`config.mk`:
```
export PLATFORM = sky130hd
export DESIGN_NAME = fetch
export DESIGN_NICKNAME = d
export VERILOG_FILES = /design/src/rtl/fetch_pkg.sv /design/src/rtl/fetch_fifo.sv /design/src/rtl/fetch.sv
export SDC_FILE = /design/constraint.sdc
export NUM_CORES = 1
export LEC_CHECK = 0
export CAP_MARGIN = 20
export CORE_ASPECT_RATIO = 0.7
export CORE_MARGIN = 5
export CORE_UTILIZATION = 40
export DETAILED_ROUTE_END_ITERATION = 10
export GPL_TIMING_DRIVEN = 0
export PLACE_DENSITY = 0.77
export SKIP_CTS_REPAIR_TIMING = 1
export SLEW_MARGIN = 30
export SYNTH_ARGS = -nofsm -noshare
export SYNTH_HDL_FRONTEND = slang
export SYNTH_SLANG_ARGS = --single-unit
```
`constraint.sdc`:
```
create_clock -name clk -period 8.4 [get_ports clk]
set_input_delay 2.1 -clock clk [delete_from_list [all_inputs] [get_ports clk]]
set_output_delay 2.1 -clock clk [all_outputs]
set_load 0.01 [all_outputs]
```
`src/rtl/fetch_pkg.sv`:
```
`default_nettype none
// ============================================================================
// Module      : fetch_pkg
// Description : Shared ARM constants. Holds the CPSR field positions, the
//               processor mode encodings and the barrel-shift types used
//               across the core, plus the instruction fetch configuration.
//               Fetch buffering depth is chosen by the macro FETCH_SKID_EN:
//                 defined   -> 2 entries (pipelined, one insn per cycle)
//                 undefined -> 1 entry  (one request in flight at a time)
// Revision    : 1.0 - initial release
// ============================================================================
package fetch_pkg;

    // CPSR flag bit positions
    localparam int c_CPSR_N_BIT = 31;
    localparam int c_CPSR_Z_BIT = 30;
    localparam int c_CPSR_C_BIT = 29;
    localparam int c_CPSR_V_BIT = 28;
    localparam int c_CPSR_T_BIT = 5;

    typedef enum logic [4:0] {
        MODE_USR = 5'h10,
        MODE_FIQ = 5'h11,
        MODE_IRQ = 5'h12,
        MODE_SVC = 5'h13,
        MODE_ABT = 5'h17,
        MODE_UND = 5'h1B,
        MODE_SYS = 5'h1F
    } cpsr_mode_e;

    typedef enum logic [1:0] {
        SHIFT_LSL = 2'd0,
        SHIFT_LSR = 2'd1,
        SHIFT_ASR = 2'd2,
        SHIFT_ROR = 2'd3
    } shift_type_e;

    // Instruction fetch configuration
    localparam logic [31:0] c_RESET_VEC = 32'h0000_0000;

`ifdef FETCH_SKID_EN
    localparam int c_FETCH_DEPTH = 2;
`else
    localparam int c_FETCH_DEPTH = 1;
`endif

    // Counters must hold 0..DEPTH inclusive
    localparam int c_FETCH_CNT_W = $clog2(c_FETCH_DEPTH + 1);

    typedef struct packed {
        logic [31:0] word;
        logic [31:0] addr;
    } fetch_entry_t;

    function automatic logic [31:0] word_align(input logic [31:0] a);
        return {a[31:2], 2'b00};
    endfunction

endpackage
`default_nettype wire

```
`src/rtl/fetch_fifo.sv`:
```
`default_nettype none
// ============================================================================
// Module      : fetch_fifo
// Description : Small FIFO holding returned {instruction, address} entries.
//               Push and pop may coincide at any occupancy, including full
//               (the caller never pushes into a full FIFO without popping).
//               Flush empties the FIFO and overrides push/pop.
// Ports       : clk, rst (async, active-high), push/wdata, pop/rdata,
//               flush, empty, count (0..DEPTH)
// Revision    : 1.0 - initial release
// ============================================================================
module fetch_fifo #(
    parameter int DEPTH = 2,
    parameter int WIDTH = 64,
    localparam int CNT_W = $clog2(DEPTH + 1)
) (
    input  logic             clk,
    input  logic             rst,
    input  logic             push,
    input  logic [WIDTH-1:0] wdata,
    input  logic             pop,
    input  logic             flush,
    output logic [WIDTH-1:0] rdata,
    output logic             empty,
    output logic [CNT_W-1:0] count
);

    if (DEPTH == 1) begin : g_one
        logic [WIDTH-1:0] r_data;
        logic             r_full;

        always_ff @(posedge clk or posedge rst) begin
            if (rst) begin
                r_full <= 1'b0;
            end else if (flush) begin
                r_full <= 1'b0;
            end else if (push) begin
                r_full <= 1'b1;
            end else if (pop) begin
                r_full <= 1'b0;
            end
        end

        always_ff @(posedge clk) begin
            if (push && !flush) begin
                r_data <= wdata;
            end
        end

        assign rdata = r_data;
        assign empty = !r_full;
        assign count = CNT_W'(r_full);
    end else begin : g_ring
        localparam int c_PTR_W = $clog2(DEPTH);

        logic [WIDTH-1:0]   r_mem [DEPTH];
        logic [c_PTR_W-1:0] r_wptr;
        logic [c_PTR_W-1:0] r_rptr;
        logic [CNT_W-1:0]   r_count;

        function automatic logic [c_PTR_W-1:0] f_inc(input logic [c_PTR_W-1:0] p);
            return (p == c_PTR_W'(DEPTH - 1)) ? '0 : p + c_PTR_W'(1);
        endfunction

        always_ff @(posedge clk or posedge rst) begin
            if (rst) begin
                r_wptr  <= '0;
                r_rptr  <= '0;
                r_count <= '0;
            end else if (flush) begin
                r_wptr  <= '0;
                r_rptr  <= '0;
                r_count <= '0;
            end else begin
                if (push) begin
                    r_wptr <= f_inc(r_wptr);
                end
                if (pop) begin
                    r_rptr <= f_inc(r_rptr);
                end
                r_count <= r_count + CNT_W'(push) - CNT_W'(pop);
            end
        end

        always_ff @(posedge clk) begin
            if (push && !flush) begin
                r_mem[r_wptr] <= wdata;
            end
        end

        assign rdata = r_mem[r_rptr];
        assign empty = (r_count == '0);
        assign count = r_count;
    end

endmodule
`default_nettype wire

```
`src/rtl/fetch.sv`:
```
`default_nettype none
// ============================================================================
// Module      : fetch
// Description : Instruction fetch stage. Issues word reads to the I-cache,
//               buffers returned words with their addresses, and presents
//               them to decode through an output register. A redirect (jmp)
//               flushes the buffer and discards responses still in flight.
//               Build macro FETCH_SKID_EN selects a 2-entry budget
//               (pipelined); without it only one request is in flight.
// Ports       : clk, rst           - clock, async active-high reset
//               ic_req/ic_addr     - cache request (ic_ready handshake)
//               ic_rvalid/ic_rdata - in-order cache response
//               jmp/jmppc          - redirect from execute
//               stall              - decode back-pressure
//               bubble/insn/pc     - to decode; pc = fetch address + 8
// Revision    : 1.0 - initial release
// ============================================================================
module fetch
    import fetch_pkg::*;
#(
    parameter logic [31:0] RESET_VEC = c_RESET_VEC
) (
    input  logic        clk,
    input  logic        rst,
    output logic        ic_req,
    output logic [31:0] ic_addr,
    input  logic        ic_ready,
    input  logic        ic_rvalid,
    input  logic [31:0] ic_rdata,
    input  logic        jmp,
    input  logic [31:0] jmppc,
    input  logic        stall,
    output logic        bubble,
    output logic [31:0] insn,
    output logic [31:0] pc
);

    localparam int c_DEPTH = c_FETCH_DEPTH;
    localparam int c_CW    = c_FETCH_CNT_W;

    logic [31:0]     r_fpc;
    logic [c_CW-1:0] r_outs;
    logic [c_CW-1:0] r_drop;
    logic            r_bubble;
    logic [31:0]     r_insn;
    logic [31:0]     r_pc;

    logic [c_CW-1:0] w_fifo_count;
    logic            w_fifo_empty;
    fetch_entry_t    w_head;
    fetch_entry_t    w_entry;
    logic            w_pop;
    logic            w_push;
    logic            w_accept;
    logic [c_CW:0]   w_used;
    logic [31:0]     w_rsp_addr;

    assign w_pop = !jmp && !stall && !w_fifo_empty;

    // Slots in use: in-flight requests plus buffered words. A slot being
    // popped this cycle counts as free so that a 1-cycle cache can sustain
    // one instruction per cycle at the 2-entry depth.
    assign w_used   = {1'b0, r_outs} + {1'b0, w_fifo_count} - (c_CW + 1)'(w_pop);
    assign ic_req   = !rst && !jmp && (w_used < (c_CW + 1)'(c_DEPTH));
    assign ic_addr  = r_fpc;
    assign w_accept = ic_req && ic_ready;

    // Responses return in order and dropped ones are always the oldest, so
    // a kept response (drop == 0) belongs to the oldest in-flight request,
    // which sits outs words behind the fetch pointer.
    assign w_rsp_addr = r_fpc - 32'({r_outs, 2'b00});
    assign w_push     = ic_rvalid && !jmp && (r_drop == '0);
    assign w_entry    = '{word: ic_rdata, addr: w_rsp_addr};

    always_ff @(posedge clk or posedge rst) begin
        if (rst) begin
            r_fpc  <= word_align(RESET_VEC);
            r_outs <= '0;
            r_drop <= '0;
        end else begin
            r_outs <= r_outs + c_CW'(w_accept) - c_CW'(ic_rvalid);
            if (jmp) begin
                r_fpc  <= word_align(jmppc);
                // Everything still in flight is stale; a response arriving
                // now is discarded directly and needs no drop credit.
                r_drop <= r_outs - c_CW'(ic_rvalid && (r_outs != '0));
            end else begin
                if (w_accept) begin
                    r_fpc <= r_fpc + 32'd4;
                end
                if (ic_rvalid && (r_drop != '0)) begin
                    r_drop <= r_drop - c_CW'(1);
                end
            end
        end
    end

    always_ff @(posedge clk or posedge rst) begin
        if (rst) begin
            r_bubble <= 1'b1;
            r_insn   <= '0;
            r_pc     <= '0;
        end else if (jmp) begin
            r_bubble <= 1'b1;
        end else if (!stall) begin
            if (!w_fifo_empty) begin
                r_bubble <= 1'b0;
                r_insn   <= w_head.word;
                r_pc     <= w_head.addr + 32'd8;
            end else begin
                r_bubble <= 1'b1;
            end
        end
    end

    fetch_fifo #(
        .DEPTH (c_DEPTH),
        .WIDTH (64)
    ) u_fifo (
        .clk   (clk),
        .rst   (rst),
        .push  (w_push),
        .wdata (w_entry),
        .pop   (w_pop),
        .flush (jmp),
        .rdata (w_head),
        .empty (w_fifo_empty),
        .count (w_fifo_count)
    );

    assign bubble = r_bubble;
    assign insn   = r_insn;
    assign pc     = r_pc;

endmodule
`default_nettype wire

```
Word-level counts from Yosys, hierarchy flattened:

Index checks and enable logic that the tools add are counted.

* add/subtract/negate cells: 9
* order comparisons: 1
* eq/ne operators: 1
* mux-type cells: 10
* bitwise operators: 3
* reduce and logical (&&, ||, !) cells: 17

Operators with widths (number)
* 32-bit 2-to-1 mux: 2
* 32-bit by 3-bit adder with 32-bit output (second input constant): 1
* 32-bit by 4-bit adder with 32-bit output (second input constant): 1
* 32-bit by 3-bit subtractor with 32-bit output: 1
* 1-bit logical AND: 10
* 1-bit 2-to-1 mux: 8
* 2-bit nonzero test: 2
* 1-bit zero test: 3
* 1-bit inverter: 3
* 3-bit AND reduction: 1
* 3-bit nonzero test: 1
* 1-bit by 1-bit adder with 2-bit output: 1
* 2-bit by 1-bit less-than comparator with 1-bit output (second input constant): 1
* 2-bit inequality test (second input constant): 1
* 1-bit subtractor: 2
* 2-bit by 1-bit subtractor with 2-bit output: 1
* 1-bit adder: 1
* 1-bit subtractor (second input constant): 1

* flip-flop bits (word level): 164
* input bits: 70
* output and inout port bits: 98
* logic and storage cells: 49

Depth between registers and ports, before layout:

* depth after elaboration: 9
* mapped depth: 11
* depth with buffers taken out: 8

Cells and area by module:

From an unflattened synthesis, not the netlist that was laid out.

* cells, all modules: 646
* area total of the unflattened synthesis: 7409.6 um2

By module, submodules not included
* fetch: times used 1, cells each 575, area each 5432.7 um2, sequential area each 2428.6 um2
* fetch_fifo: times used 1, cells each 71, area each 1976.9 um2, sequential area each 1946.9 um2

Least setup slack after synthesis:

OpenSTA, ideal clock, no wires.

* path type: input to register
* from: input port jmp
* to: register u_fifo.g_one.r_data[10] (netlist: u_fifo.rdata[10]), enable pin
* data arrival time: 6.940 ns
* data required time: 7.826 ns
* slack: 0.887 ns
* stages on the path: 2
* buffers on the path: 1
* path through: buf_1 -> nor3b_1

* longest elaborated chain between the ends: 4

RTL lines
* start, declared: RTL line fetch.sv:30 `input logic jmp,`
* 1-bit zero test (*): RTL line fetch_fifo.sv:45, fetch.sv:72
* 1-bit logical AND (2 in a row): RTL line fetch.sv:72 `assign w_push = ic_rvalid && !jmp && (r_drop == '0);`
* 1-bit logical AND (*): RTL line fetch_fifo.sv:45 `if (push && !flush) begin`
* end signal, assigned: RTL line fetch_fifo.sv:46 `r_data <= wdata;`
* end, declared: RTL line fetch_fifo.sv:29 `logic [WIDTH-1:0] r_data;`

Every way passes the cells marked *; elsewhere a longest branch is shown, timed or not.
A chain may end at the register's enable or synchronous reset.

Final worst setup path:

* from: input port jmp
* to: output port ic_req

* longest elaborated chain between the ends: 6
* elaborated cells between the ends (all ways): 7
* those cells by class: 1 x add/sub; 1 x order compare; 5 x reduce/logical

RTL lines
* 1-bit zero test (*): RTL line fetch.sv:58, fetch.sv:64
* 1-bit logical AND (2 in a row): RTL line fetch.sv:58 `assign w_pop = !jmp && !stall && !w_fifo_empty;`
* 2-bit by 1-bit subtractor with 2-bit output: RTL line fetch.sv:63 `assign w_used = {1'b0, r_outs} + {1'b0, w_fifo_count} - (c_CW + 1)'(w_pop);`
* 2-bit by 1-bit less-than comparator with 1-bit output: RTL line fetch.sv:64 `assign ic_req = !rst && !jmp && (w_used < (c_CW + 1)'(c_DEPTH));`
* 1-bit logical AND (*): RTL line fetch.sv:64
* end, declared: RTL line fetch.sv:25 `output logic ic_req,`

Marks and branches as above.

==> flow_metrics.env <==
export IMPL_setup_worst_path_class="in2out"
export IMPL_path_max_fanout=10
export IMPL_clock_fmax_ghz=0.134
export IMPL_worst_ep_arrival_time_ns=5.37
export IMPL_crit_slowest_cell="clkdlybuf4s50_1"
export IMPL_drive_above_1_share=0.123
export IMPL_tightest_slew_ns=0.755
export IMPL_skew_ns=0.00922
export IMPL_hold_viol_final=0
export IMPL_grt_usage=0.186
export IMPL_leakage_nw=3.74
export IMPL_start_util=0.407
export IMPL_drtIter0Drc=495
export IMPL_dr_pass1_iters=5
export IMPL_numPortBuffers=161
export IMPL_power_density_mw_per_mm2=249
export IMPL_fin_crit_ns=7.47
export IMPL_drt_wirelength_per_cell_um=17.9
export IMPL_path_cells="clkdlybuf4s50_1 -> buf_1 -> clkbuf_1 -> o21a_1 -> ha_1 -> or4_1 -> inv_1 -> clkdlybuf4s50_1"
export IMPL_die_y_um=123
export IMPL_clkSlewWorstSetupHoldPaths_ns=0.07
export IMPL_dr_total_vias=5649
export IMPL_peakVddDrop_mv=0.118
export IMPL_setup_viol=0
export IMPL_core_area_sq_mm=0.0181
export IMPL_routed_wirelength_mm=19.3
export IMPL_drc=0
export IMPL_area_delta_synth_final_pct=35.2
export IMPL_min_period_over_period=0.889
export IMPL_whs_path_depth=1
export IMPL_cts_tree="yes"
export IMPL_slowest_delay_ns=0.59
export IMPL_grt_antenna_before_repair=0
export IMPL_diodes=0
export IMPL_holdWs_ns=0.464
export IMPL_place_area_sq_mm=0.00936
export IMPL_chipWidth_um=172
export IMPL_fin_area_sq_mm=0.00993
export IMPL_cp_end_kind="output pin"
export IMPL_cts_made_buffers=17
export IMPL_worstSetupStartpointType="primary input"
export IMPL_synth_area_sq_mm=0.00735
export IMPL_final_cells=1080
export IMPL_maxSlewViolCount=0
export IMPL_yosysWarningCount=0
export IMPL_grt_max_degree=65
export IMPL_post_dp_hpwl_mm=14.4
export IMPL_die_area_sq_mm=0.0212
export IMPL_yosysSeqAreaShare=0.581
export IMPL_fin_nets=906
export IMPL_cts_max_level=4
export IMPL_fin_util=0.550
export IMPL_gp_congestion=0.907
export IMPL_setup_ws_ns=0.933
export IMPL_ys_ff_latch=158
export IMPL_clkLatencyLatePin_ns=0.42
export IMPL_rsz0062_at_grt="false"
export IMPL_ff2ff_path_depth=7
export IMPL_synth_ff_type="dfrtp_1"
export IMPL_syn_area_per_cell_sq_um=11.5
export IMPL_syn_inst=639
export IMPL_cp_common_cell="clkdlybuf4s50_1"
export IMPL_drv_cap=0
export IMPL_synth_edff_count=62
export IMPL_antenna_left=0
export IMPL_crit_required_ns=6.30
export IMPL_viasPerCell=5.23
export IMPL_relSlewSlack=0.496
export IMPL_synth_distinct_cells=57
export IMPL_num_rows=41
export IMPL_clock_sinks=158
export IMPL_n_fill_cell=1573
export IMPL_cts_buffer_depth=2
export IMPL_clockRootBuffer="clkbuf_16"
export IMPL_status="complete, no violations"
export IMPL_async_flop_share=0.608
export IMPL_hold_path_class="reg2reg"
export IMPL_grt_overflow_total=0
export IMPL_grt_pass1_wl_mm=30.6
export IMPL_grt_pass1_vias=5580
export IMPL_detailedPlace_worstSlack_ns=0.966
export IMPL_io_pins=168
export IMPL_dp_cells=1048
registers in the layout, indices dropped and copies added, names as in the netlist:
| signal | flops |
|---|---|
| bubble | 1 |
| pc | 30 |
| insn | 32 |
| r_drop | 1 |
| ic_addr | 30 |
| r_outs | 1 |
| u_fifo.count | 1 |
| u_fifo.rdata | 62 |
synthesized netlist by cell type, drive strengths merged (2+ instances only):
master / number / area, sq um
nand3: 46 / 248
xor2: 43 / 377
buf: 17 / 101
edfxtp: 62 / 1860
and4: 3 / 26.3
a21oi: 33 / 165
and3: 11 / 68.8
nand2: 42 / 158
clkbuf: 29 / 110
xnor2: 14 / 123
nor3b: 3 / 22.5
mux2i: 3 / 30.0
a221o: 4 / 40.0
o211ai: 13 / 97.6
nand2b: 3 / 18.8
nand3b: 2 / 15.0
a21o: 2 / 15.0
nor4: 12 / 109
inv: 17 / 63.8
o311ai: 13 / 114
a31o: 2 / 17.5
nor4b: 5 / 86.3
or3: 2 / 12.5
nor3: 14 / 70.1
dfrtp: 95 / 2380
nand4: 17 / 106
or4: 3 / 30.0
a31oi: 3 / 18.8
nor2: 59 / 224
a22oi: 2 / 15.0
o21ai: 15 / 75.1
ha: 5 / 62.6
mux2: 34 / 383
power by group:
| group | total [mW] | switching (mW) | internal [mW] | leakage, nW |
|---|---|---|---|---|
| Clock | 0.752 | 0.329 | 0.423 | 0.267 |
| Combinational | 0.663 | 0.297 | 0.366 | 1.76 |
| Sequential | 1.06 | 0.0942 | 0.964 | 1.71 |
layout by cell type, fill, tap and decap left out, types with 4 or more instances in the layout:
cell | synthesis | final
nand3_1 | 44 | 44
clkinvlp_4 | 0 | 4
clkbuf_16 | 0 | 17
mux2_2 | 34 | 34
nand4_1 | 17 | 17
o211ai_1 | 13 | 13
o21ai_0 | 15 | 15
nor2_1 | 58 | 58
ha_1 | 5 | 5
inv_6 | 0 | 6
nor3_1 | 14 | 14
buf_4 | 4 | 12
clkbuf_1 | 28 | 30
nand2_1 | 42 | 42
dfrtp_1 | 95 | 95
buf_1 | 5 | 5
xnor2_1 | 14 | 14
xor2_1 | 43 | 43
edfxtp_1 | 62 | 62
a21oi_1 | 33 | 33
conb_1 | 1 | 4
clkdlybuf4s50_1 | 0 | 161
and3_1 | 11 | 11
nor4_1 | 8 | 8
buf_2 | 6 | 6
o311ai_0 | 12 | 12
a221o_1 | 4 | 4
inv_1 | 17 | 16
worst max-delay path: cells and delay by family:
kind	cells	cell delay (ns)
compound gates	1	0.18
buf+inv	5	2.35
simple gates	1	0.51
fa+ha+maj	1	0.21
metrics by stage:
step / TNS (ns) / total power [mW]
detailed placement: 0 / 1.74
CTS: 0 / 2.50
finish: 0 / 2.47
global route: 0 / 2.60
global placement: -131.55 / 1.72
floorplan: 0 / 1.36
per-layer routing:
layer,GRT usage,share of wire,vias to the layer above
li1,-,-,2698
met3,0.0505,0.077,20
met5,0,0,-
met4,0.0481,0.011,0
met2,0.280,0.46,190
met1,0.268,0.46,2741
final cells by class:
| class | count | area, sq um | area share |
|---|---|---|---|
| Buffer | 46 | 211 | 0.0213 |
| Sequential cell | 158 | 4270 | 0.429 |
| Clock inverter | 12 | 124 | 0.0125 |
| Clock buffer | 20 | 447 | 0.0450 |
| Tap cell | 236 | 295 | 0.0297 |
| Timing Repair Buffer | 170 | 1700 | 0.171 |
| Multi-Input combinational cell | 421 | 2820 | 0.284 |
| Inverter | 17 | 68.8 | 0.00693 |
kinds of logic (layout without fill, tap and decap cells):
family / count (synthesis) / count (layout) / synth area share
compound gates: 93 / 93 / 0.0828
other cells: 1 / 4 / 0.000510
simple gates: 225 / 225 / 0.166
flops: 158 / 158 / 0.581
xor+xnor: 57 / 57 / 0.0679
fa+ha+maj: 5 / 5 / 0.00851
mux: 37 / 37 / 0.0562
buf+inv: 63 / 265 / 0.0375
worst paths after layout:
check | from | to | slack (ns)
max | jmp | ic_req | 0.93
min | u_fifo.rdata[51] | insn[19] | 0.46
max reg2reg | ic_addr[2] | u_fifo.rdata[27] | 5.66
min reg2reg | u_fifo.rdata[51] | insn[19] | 0.46
max in group asynchronous | rst | pc[15] | 5.67
min in group asynchronous | rst | u_fifo.count | 2.09
Note: power is estimated with default switching activity, not from simulation.
